<file path="config.mk">
export PLATFORM = sky130hd
export DESIGN_NAME = control_pipe_unit
export DESIGN_NICKNAME = d
export VERILOG_FILES = /design/src/rtl/control_pipe_unit.sv
export SDC_FILE = /design/constraint.sdc
export NUM_CORES = 1
export LEC_CHECK = 0
export BUFFER_PORTS_ARGS = -buffer_cell sky130_fd_sc_hd__buf_2
export CAP_MARGIN = 15
export CELL_PAD_IN_SITES_DETAIL_PLACEMENT = 0
export CELL_PAD_IN_SITES_GLOBAL_PLACEMENT = 1
export CORE_UTILIZATION = 28
export DETAILED_ROUTE_END_ITERATION = 10
export PLACE_DENSITY = 0.78
export SETUP_SLACK_MARGIN = 0.02
export SYNTH_ARGS = -nofsm -noshare
export SYNTH_HDL_FRONTEND = slang
export SYNTH_SLANG_ARGS = --single-unit
export TNS_END_PERCENT = 20
</file>
<file path="constraint.sdc">
create_clock -name clk -period 1.5 [get_ports clk]
set_input_delay 0.375 -clock clk [delete_from_list [all_inputs] [get_ports clk]]
set_output_delay 0.375 -clock clk [all_outputs]
set_load 0.01 [all_outputs]
</file>
<file path="src/rtl/control_pipe_unit.sv">
// control_pipe_unit: RV32I decode into a registered Execute control slot.
// Define M_EXT_EN to add RV32M decode and the multi-cycle busy counter that holds Execute.
module control_pipe_unit #(
  parameter int ALU_CTRL_W = 5,
  parameter int MUL_LAT    = 3,
  parameter int DIV_LAT    = 33
) (
  input  logic                  clk,
  input  logic                  rst_n,
  input  logic [31:0]           instrD,
  input  logic                  validD,
  input  logic                  stallD,
  input  logic                  flushE,
  output logic [2:0]            ImmSrcD,
  output logic                  RegWriteE,
  output logic                  ALUsrcE,
  output logic                  BranchE,
  output logic                  JumpE,
  output logic [1:0]            ResultSrcE,
  output logic [2:0]            R_sizeE,
  output logic [2:0]            DMem_sizeE,
  output logic [ALU_CTRL_W-1:0] ALUControlE,
  output logic                  validE,
  output logic                  illegalE,
  output logic                  mdBusy
);
  localparam logic [6:0] OP_R = 7'b0110011, OP_I = 7'b0010011, OP_LD = 7'b0000011;
  localparam logic [6:0] OP_ST = 7'b0100011, OP_BR = 7'b1100011, OP_JAL = 7'b1101111;
  localparam logic [6:0] OP_JALR = 7'b1100111, OP_LUI = 7'b0110111, OP_AUIPC = 7'b0010111;
  localparam int EXW = ALU_CTRL_W + 14;

  logic [6:0] opcode, funct7;
  logic [2:0] funct3;
  logic legal, rw, src, br, jmp, capture;
  logic [1:0] rsel;
  logic [2:0] rsz, dsz;
  logic [ALU_CTRL_W-1:0] alu;
  logic [EXW-1:0] ex_d, ex_q;
  logic unused_fields;
`ifdef M_EXT_EN
  logic mop;
`endif

  assign opcode = instrD[6:0];
  assign funct3 = instrD[14:12];
  assign funct7 = instrD[31:25];
  // register specifiers are consumed by the datapath, not by control
  assign unused_fields = ^{instrD[24:15], instrD[11:7]};

  // base integer funct3 -> ALU code; alt selects SUB or SRA
  function automatic logic [3:0] base_alu(input logic [2:0] f3, input logic alt);
    case (f3)
      3'b000:  return alt ? 4'd1 : 4'd0;
      3'b001:  return 4'd5;
      3'b010:  return 4'd8;
      3'b011:  return 4'd9;
      3'b100:  return 4'd4;
      3'b101:  return alt ? 4'd7 : 4'd6;
      3'b110:  return 4'd3;
      default: return 4'd2;
    endcase
  endfunction

  // Decode raw control fields and legality; illegal words are collapsed to a marker-only slot
  always_comb begin
    legal = 1'b0; rw = 1'b0; src = 1'b0; br = 1'b0; jmp = 1'b0;
    rsel = 2'b00; rsz = 3'b000; dsz = 3'b000; alu = '0;
`ifdef M_EXT_EN
    mop = 1'b0;
`endif
    case (opcode)
      OP_R: begin
        rw = 1'b1;
        legal = funct7 == 7'b0000000 || (funct7 == 7'b0100000 && (funct3 == 3'b000 || funct3 == 3'b101));
        alu = ALU_CTRL_W'(base_alu(funct3, funct7[5]));
`ifdef M_EXT_EN
        if (funct7 == 7'b0000001) begin
          legal = 1'b1; mop = 1'b1; alu = ALU_CTRL_W'({2'b10, funct3});
        end
`endif
      end
      OP_I: begin
        rw = 1'b1; src = 1'b1;
        legal = funct3 == 3'b001 ? funct7 == 7'b0000000 :
                funct3 == 3'b101 ? (funct7 == 7'b0000000 || funct7 == 7'b0100000) : 1'b1;
        alu = ALU_CTRL_W'(base_alu(funct3, funct3 == 3'b101 && funct7[5]));
      end
      OP_LD: begin
        rw = 1'b1; src = 1'b1; rsel = 2'b01; rsz = funct3;
        legal = funct3 != 3'b011 && funct3 != 3'b110 && funct3 != 3'b111;
      end
      OP_ST: begin
        src = 1'b1; dsz = funct3; legal = funct3 < 3'b011;
      end
      OP_BR: begin
        br = 1'b1; alu = ALU_CTRL_W'(4'd1); legal = funct3 != 3'b010 && funct3 != 3'b011;
      end
      OP_JAL: begin
        rw = 1'b1; jmp = 1'b1; rsel = 2'b10; legal = 1'b1;
      end
      OP_JALR: begin
        rw = 1'b1; jmp = 1'b1; src = 1'b1; rsel = 2'b10; legal = funct3 == 3'b000;
      end
      OP_LUI: begin
        rw = 1'b1; src = 1'b1; alu = ALU_CTRL_W'(4'd10); legal = 1'b1;
      end
      OP_AUIPC: begin
        rw = 1'b1; src = 1'b1; legal = 1'b1;
      end
      default: ;
    endcase
  end

  // immediate format depends on the opcode alone so Decode sees it in the same cycle
  assign ImmSrcD = opcode == OP_ST ? 3'b001 : opcode == OP_BR ? 3'b010 : opcode == OP_JAL ? 3'b011 :
                   (opcode == OP_LUI || opcode == OP_AUIPC) ? 3'b100 : 3'b000;

  assign ex_d = legal ? {rw, src, br, jmp, rsel, rsz, dsz, alu, 2'b10} : {{(EXW-2){1'b0}}, 2'b11};
  assign capture = validD && !stallD;

  // Execute slot: flush kills, busy holds, otherwise capture a decoded word or insert a bubble
  always_ff @(posedge clk or negedge rst_n)
    if (!rst_n) ex_q <= '0;
    else if (flushE || (!mdBusy && !capture)) ex_q <= '0;
    else if (!mdBusy) ex_q <= ex_d;

  assign {RegWriteE, ALUsrcE, BranchE, JumpE, ResultSrcE, R_sizeE, DMem_sizeE, ALUControlE, validE, illegalE} = ex_q;

`ifdef M_EXT_EN
  localparam int MAX_LAT = MUL_LAT > DIV_LAT ? MUL_LAT : DIV_LAT;
  localparam int CW = $clog2(MAX_LAT + 1);
  localparam logic [0:0] IDLE = 1'b0, BUSY = 1'b1;
  logic [CW-1:0] count, load;
  logic [0:0] state;
  assign load = funct3[2] ? CW'(DIV_LAT - 1) : CW'(MUL_LAT - 1);
  // Busy counter: loaded when an M-op is captured, counts down while Execute holds, cleared by flush
  always_ff @(posedge clk or negedge rst_n)
    if (!rst_n) begin
      count <= '0; state <= IDLE;
    end else if (flushE) begin
      count <= '0; state <= IDLE;
    end else if (state == BUSY) begin
      count <= count - CW'(1); state <= count == CW'(1) ? IDLE : BUSY;
    end else if (capture && legal && mop) begin
      count <= load; state <= load != '0 ? BUSY : IDLE;
    end
  assign mdBusy = count != '0;
`else
  assign mdBusy = 1'b0;
`endif
endmodule

</file>
== Yosys cells after proc, flatten, opt, wreduce, memory -nomap -nowiden ==
Index checks and enable logic that the tools add are counted.

* Register bits after elaboration: 19
* Logic and storage cells: 64
* Output and inout port bits: 23
* Input port bits: 37

* Equality and inequality tests: 20
* Reduce and logical (&&, ||, !) cells: 19
* $lt $le $gt $ge: 1
* Muxes and demuxes: 23

{| class="wikitable"
|+ Operators with widths
! kind !! number
|-
| $pmux 4 s7 || 2
|-
| $mux 19 || 2
|-
| $eq 7x6->1 const B || 4
|-
| $eq 7x7->1 const B || 3
|-
| $mux 3 || 6
|-
| $pmux 4 s4 || 1
|-
| $eq 7x5->1 const B || 2
|-
| $mux 1 || 10
|-
| $eq 3x3->1 const B || 3
|-
| $eq 7x2->1 const B || 1
|-
| $logic_not 7->1 || 1
|-
| $pmux 1 s7 || 1
|-
| $reduce_or 7->1 || 1
|-
| $eq 3x2->1 const B || 2
|-
| $logic_and 1x1->1 || 6
|-
| $ne 3x2->1 const B || 2
|-
| $ne 3x3->1 const B || 2
|-
| $reduce_or 6->1 || 1
|-
| $logic_or 1x1->1 || 5
|-
| $pmux 2 s2 || 1
|-
| $eq 3x1->1 const B || 1
|-
| $logic_not 3->1 || 1
|-
| $lt 3x2->1 const B || 1
|-
| $reduce_or 3->1 || 1
|-
| other kinds (2) || 3
|}

== Depth between registers and ports, before layout ==
* Depth in word-level cells: 7
* Depth in mapped cells: 7
* Depth with buffers taken out: 5

== Worst setup path before layout ==
OpenSTA, ideal clock, no wires.

* Kind: in2reg
* Start point: input instrD[14]
* End point: register ex_q[17]
* Buffers on the path: 2
* Cell stages on the path: 7
* Required time: 1.356 ns
* Arrival time: 1.677 ns
* Setup slack: -0.321 ns
* Setup time: 0.144 ns
* Cell sequence: buf_4 or2_2 o22ai_1 o2111a_1 nor4_4 buf_6 nor3_2

* Word-level cells in the longest chain between the ends: 7
* Elaborated cells on any way between the ends: 19
* Classes of those cells: order compare: 1; eq/ne: 6; mux: 5; reduce/logical: 7

{| class="wikitable"
|+ RTL lines
! item !! line !! text
|-
| start, declared || 10 || <nowiki>input logic [31:0] instrD,</nowiki>
|-
| $eq 3x3->1 / $logic_not 3->1 (equally long branches) || 74, 85, 102 ||
|-
| $logic_or 1x1->1 || 74 || <nowiki>legal = funct7 == 7'b0000000 || (funct7 == 7'b0100000 && (funct3 == 3'b000 || funct3 == 3'b101));</nowiki>
|-
| $logic_and 1x1->1 || 74 ||
|-
| $logic_or 1x1->1 || 74 ||
|-
| $pmux 1 s7 (*) || 71 || <nowiki>case (opcode)</nowiki>
|-
| $mux 19 (*) || 118 || <nowiki>assign ex_d = legal ? {rw, src, br, jmp, rsel, rsz, dsz, alu, 2'b10} : {{(EXW-2){1'b0}}, 2'b11};</nowiki>
|-
| $mux 19 (*) || 124 || <nowiki>else if (flushE || (!mdBusy && !capture)) ex_q <= '0;</nowiki>
|-
| end signal, assigned || 123 || <nowiki>if (!rst_n) ex_q <= '0;</nowiki>
|-
| end signal, assigned || 124 ||
|-
| end signal, assigned || 125 || <nowiki>else if (!mdBusy) ex_q <= ex_d;</nowiki>
|-
| end, declared || 38 || <nowiki>logic [EXW-1:0] ex_d, ex_q;</nowiki>
|}

Every way passes the cells marked *; elsewhere a longest branch is shown, timed or not.

== Worst setup path after layout ==
* Start point: input instrD[3]
* End point: register ex_q[10]

* Word-level cells in the longest chain between the ends: 5
* Elaborated cells on any way between the ends: 14
* Classes of those cells: eq/ne: 9; mux: 4; reduce/logical: 1

{| class="wikitable"
|+ RTL lines
! item !! line
|-
| $eq 7x7->1 (tied with other cells) || 71
|-
| $reduce_or 3->1 (no line) || -
|-
| $pmux 1 s7 || 71
|-
| $mux 19 (*) || 118
|-
| $mux 19 (*) || 124
|}

Marks and branches as above.

==> flow_summary.json <==
{
  "clkPwrFrac_pct": 34.5,
  "power_density_nw_per_um2": 631,
  "worst-path-max-fanout": 5,
  "synth_top_area_share_pct": 43.5,
  "antenna_cells": 0,
  "worst-path-buf-inv": 2,
  "dp_slack_ns": -0.517,
  "slowest_stage": "or3_4",
  "clock-root-buffer": "clkbuf_8",
  "drt.antenna.violating_nets": 0,
  "clkSinkCount": 18,
  "cellLeakagePower_nw": 0.859,
  "critical_path.cell_chain": "buf_8, nand4bb_4, or3_4, buf_6, a221oi_4, nor4_4, nor4_1",
  "vias_per_cell": 4.73,
  "hold_viol_final": 0,
  "area_growth_pct": 65.7,
  "p_switching_mw": 0.251,
  "setup_viol": 19,
  "rsz0062_at_grt": "yes",
  "slew_headroom_pct": 63.5,
  "crit_path_start_kind": "input port",
  "netlist_instances": 103,
  "grt_usage_pct": 14.1,
  "cts_buffer_depth": 2,
  "core_um2": 3440,
  "dp_hpwl_um": 2140,
  "final_cell_mix": "39 x buf_2, 37 x buf_4, 18 x dfrtp_1, 8 x nor2_1, 7 x nand2_1",
  "max_slew.worst_pin.slew_ns": 0.543,
  "cts_tree": "done",
  "avgSynthCellArea_um2": 10.0,
  "postPlaceCellArea_um2": 1550,
  "min_period_ns": 1.75,
  "nets": 221,
  "cts-hold-fix-buffers": 0,
  "rows": 21,
  "critical_path_required_ns": 1.63,
  "ys_async_sr_fraction_pct": 100,
  "yosysSeqAreaShare_pct": 43.5,
  "io_pins": 60,
  "max_freq_mhz": 572,
  "comb_power_share_pct": 20.2,
  "drt_iter0_markers": 22,
  "synth_top_area_cell": "dfrtp_1",
  "crit_path_max_incr_delay_ns": 0.36,
  "syn_area_um2": 1030,
  "largest-register": "ex_q",
  "use_met2_pct": 25.1,
  "worstPathArrival_ns": 1.88,
  "grt_max_degree": 19,
  "status": "complete, but fails checks",
  "finalWirelength_um": 2700,
  "final_layout_size_suffix_gt1_share_pct": 60.1,
  "place_congestion": 0.797,
  "synth_cell_type_count": 37,
  "globalRoute.busiestLayer": "met2",
  "drv_cap": 0,
  "end_kind": "register",
  "drtPass1Iterations": 4,
  "hold_class": "input port to asynchronous set/reset pin",
  "crit_family": "simple AND/OR/NAND/NOR gates",
  "synth_seq_cells": 18,
  "use_met3_pct": 1.82,
  "die_h_um": 62.8,
  "die_w_um": 62.8,
  "clkTransAtPathRegs_ns": 0.06,
  "start_util_pct": 30.1,
  "antenna_found_initial": 0,
  "slew_violations": 0,
  "min_period_over_period_pct": 117,
  "grt_pass1_vias": 1035,
  "synth_edf_count": 0,
  "vdd_ir_drop_max_v": 0.000259,
  "design.die.area_um2": 3940,
  "synth_ff_type": "dfrtp_1",
  "p_seq_share_pct": 45.3,
  "use_met1_pct": 16.4,
  "vias": 1083,
  "p_int_mw": 0.832,
  "cts_made_buffers": 3,
  "sw_frac_of_total_pct": 23.2,
  "yosys_warnings": 0,
  "timing.final.ws_setup_ns": -0.249,
  "violations": "setup timing",
  "path_class": "input port to register",
  "wl_per_cell_um": 11.8,
  "fin_area_um2": 1710,
  "drc": 0,
  "grt_pass1_wl_um": 4430,
  "port_buffers": 42,
  "largest_reg_flops": 18,
  "biggestRegsByFlops": "ex_q: 18 flops",
  "ctsHtreeMaxLevel": 1,
  "layout_commonest_cell": "buf_2",
  "grt-ovfl-total": 0,
  "netlist_top_cells_area": "dfrtp_1 44%, nor3_2 4.8%, nor2_1 3.6%"
}
==> cells by family after synthesis <==
kind of cell / synth area share (%)
simple gates: 32.3
buf+inv: 7.74
compound gates: 15.2
other cells: 0.362
flops: 43.5
xor+xnor: 0.847
==> cells in the mapped netlist, types with 2 or more instances <==
cell,instances
clkbuf_1,2
nor2_1,10
o21ai_0,4
nand2_1,8
inv_1,7
o211ai_1,2
buf_4,4
dfrtp_1,18
nor3_1,3
nor4_2,3
a21oi_1,4
nand2b_1,2
nor4_1,4
and2_1,2
nor3_2,5
nand3_1,4
==> final timing paths <==
path / startpoint / to / cells past startpoint / slack [ns]
worst max-delay path: instrD[3] / ex_q[10] / 7 / -0.25
worst min-delay path: rst_n / ex_q[11] / 1 / 0.03
max in group asynchronous: rst_n / ex_q[16] / 1 / 1.20
min in group clk: validD / ex_q[1] / 4 / 0.53
==> layer usage <==
| metal | vias to the layer above | wire [um] |
|---|---|---|
| met5 | - | 0 |
| met4 | 0 | 42 |
| met3 | 6 | 106 |
| met2 | 38 | 1400 |
| met1 | 514 | 1150 |
| li1 | 525 | - |
==> power by group through the flow <==
stage / Clock [mW] / Sequential (mW) / Combinational [mW]
floorplan: 0 / 0.501 / 0.0844
global placement: 0 / 0.499 / 0.195
detailed placement: 0 / 0.499 / 0.201
CTS: 0.388 / 0.490 / 0.213
global route: 0.406 / 0.490 / 0.240
finish: 0.374 / 0.490 / 0.219
==> what timing repair did <==
item | in CTS | in global routing
setup endpoints to repair | 19 | 19
endpoints found under the hold margin | 0 | 0
buffers inserted | 4 | 1
resized for setup | 11 | 7
gates cloned | 0 | 1
pin swaps | 8 | 2
==> metrics by stage <==
stage               hold WS [ns]  util (%)  cells  total power, mW  TNS [ns]
floorplan                 0.0794         -    105            0.585     -2.63
global placement           0.301      44.9    219            0.693     -6.77
detailed placement         0.313      44.9    219            0.700     -7.33
CTS                       0.0389      48.2    227             1.09     -3.46
global route              0.0583      49.8    229             1.13     -4.43
finish                    0.0322      49.8    229             1.08     -3.01
==> layout make-up <==
| class | instances | area [um^2] |
|---|---|---|
| clock buffers | 4 | 55.1 |
| well taps | 46 | 57.6 |
| flip-flops and latches | 18 | 450 |
| multi-input cells | 73 | 574 |
| inverters | 7 | 26.3 |
| fillers | 323 | 1730 |
| repair buffers | 81 | 551 |
No activity file was read; power rests on OpenSTA's default activity.
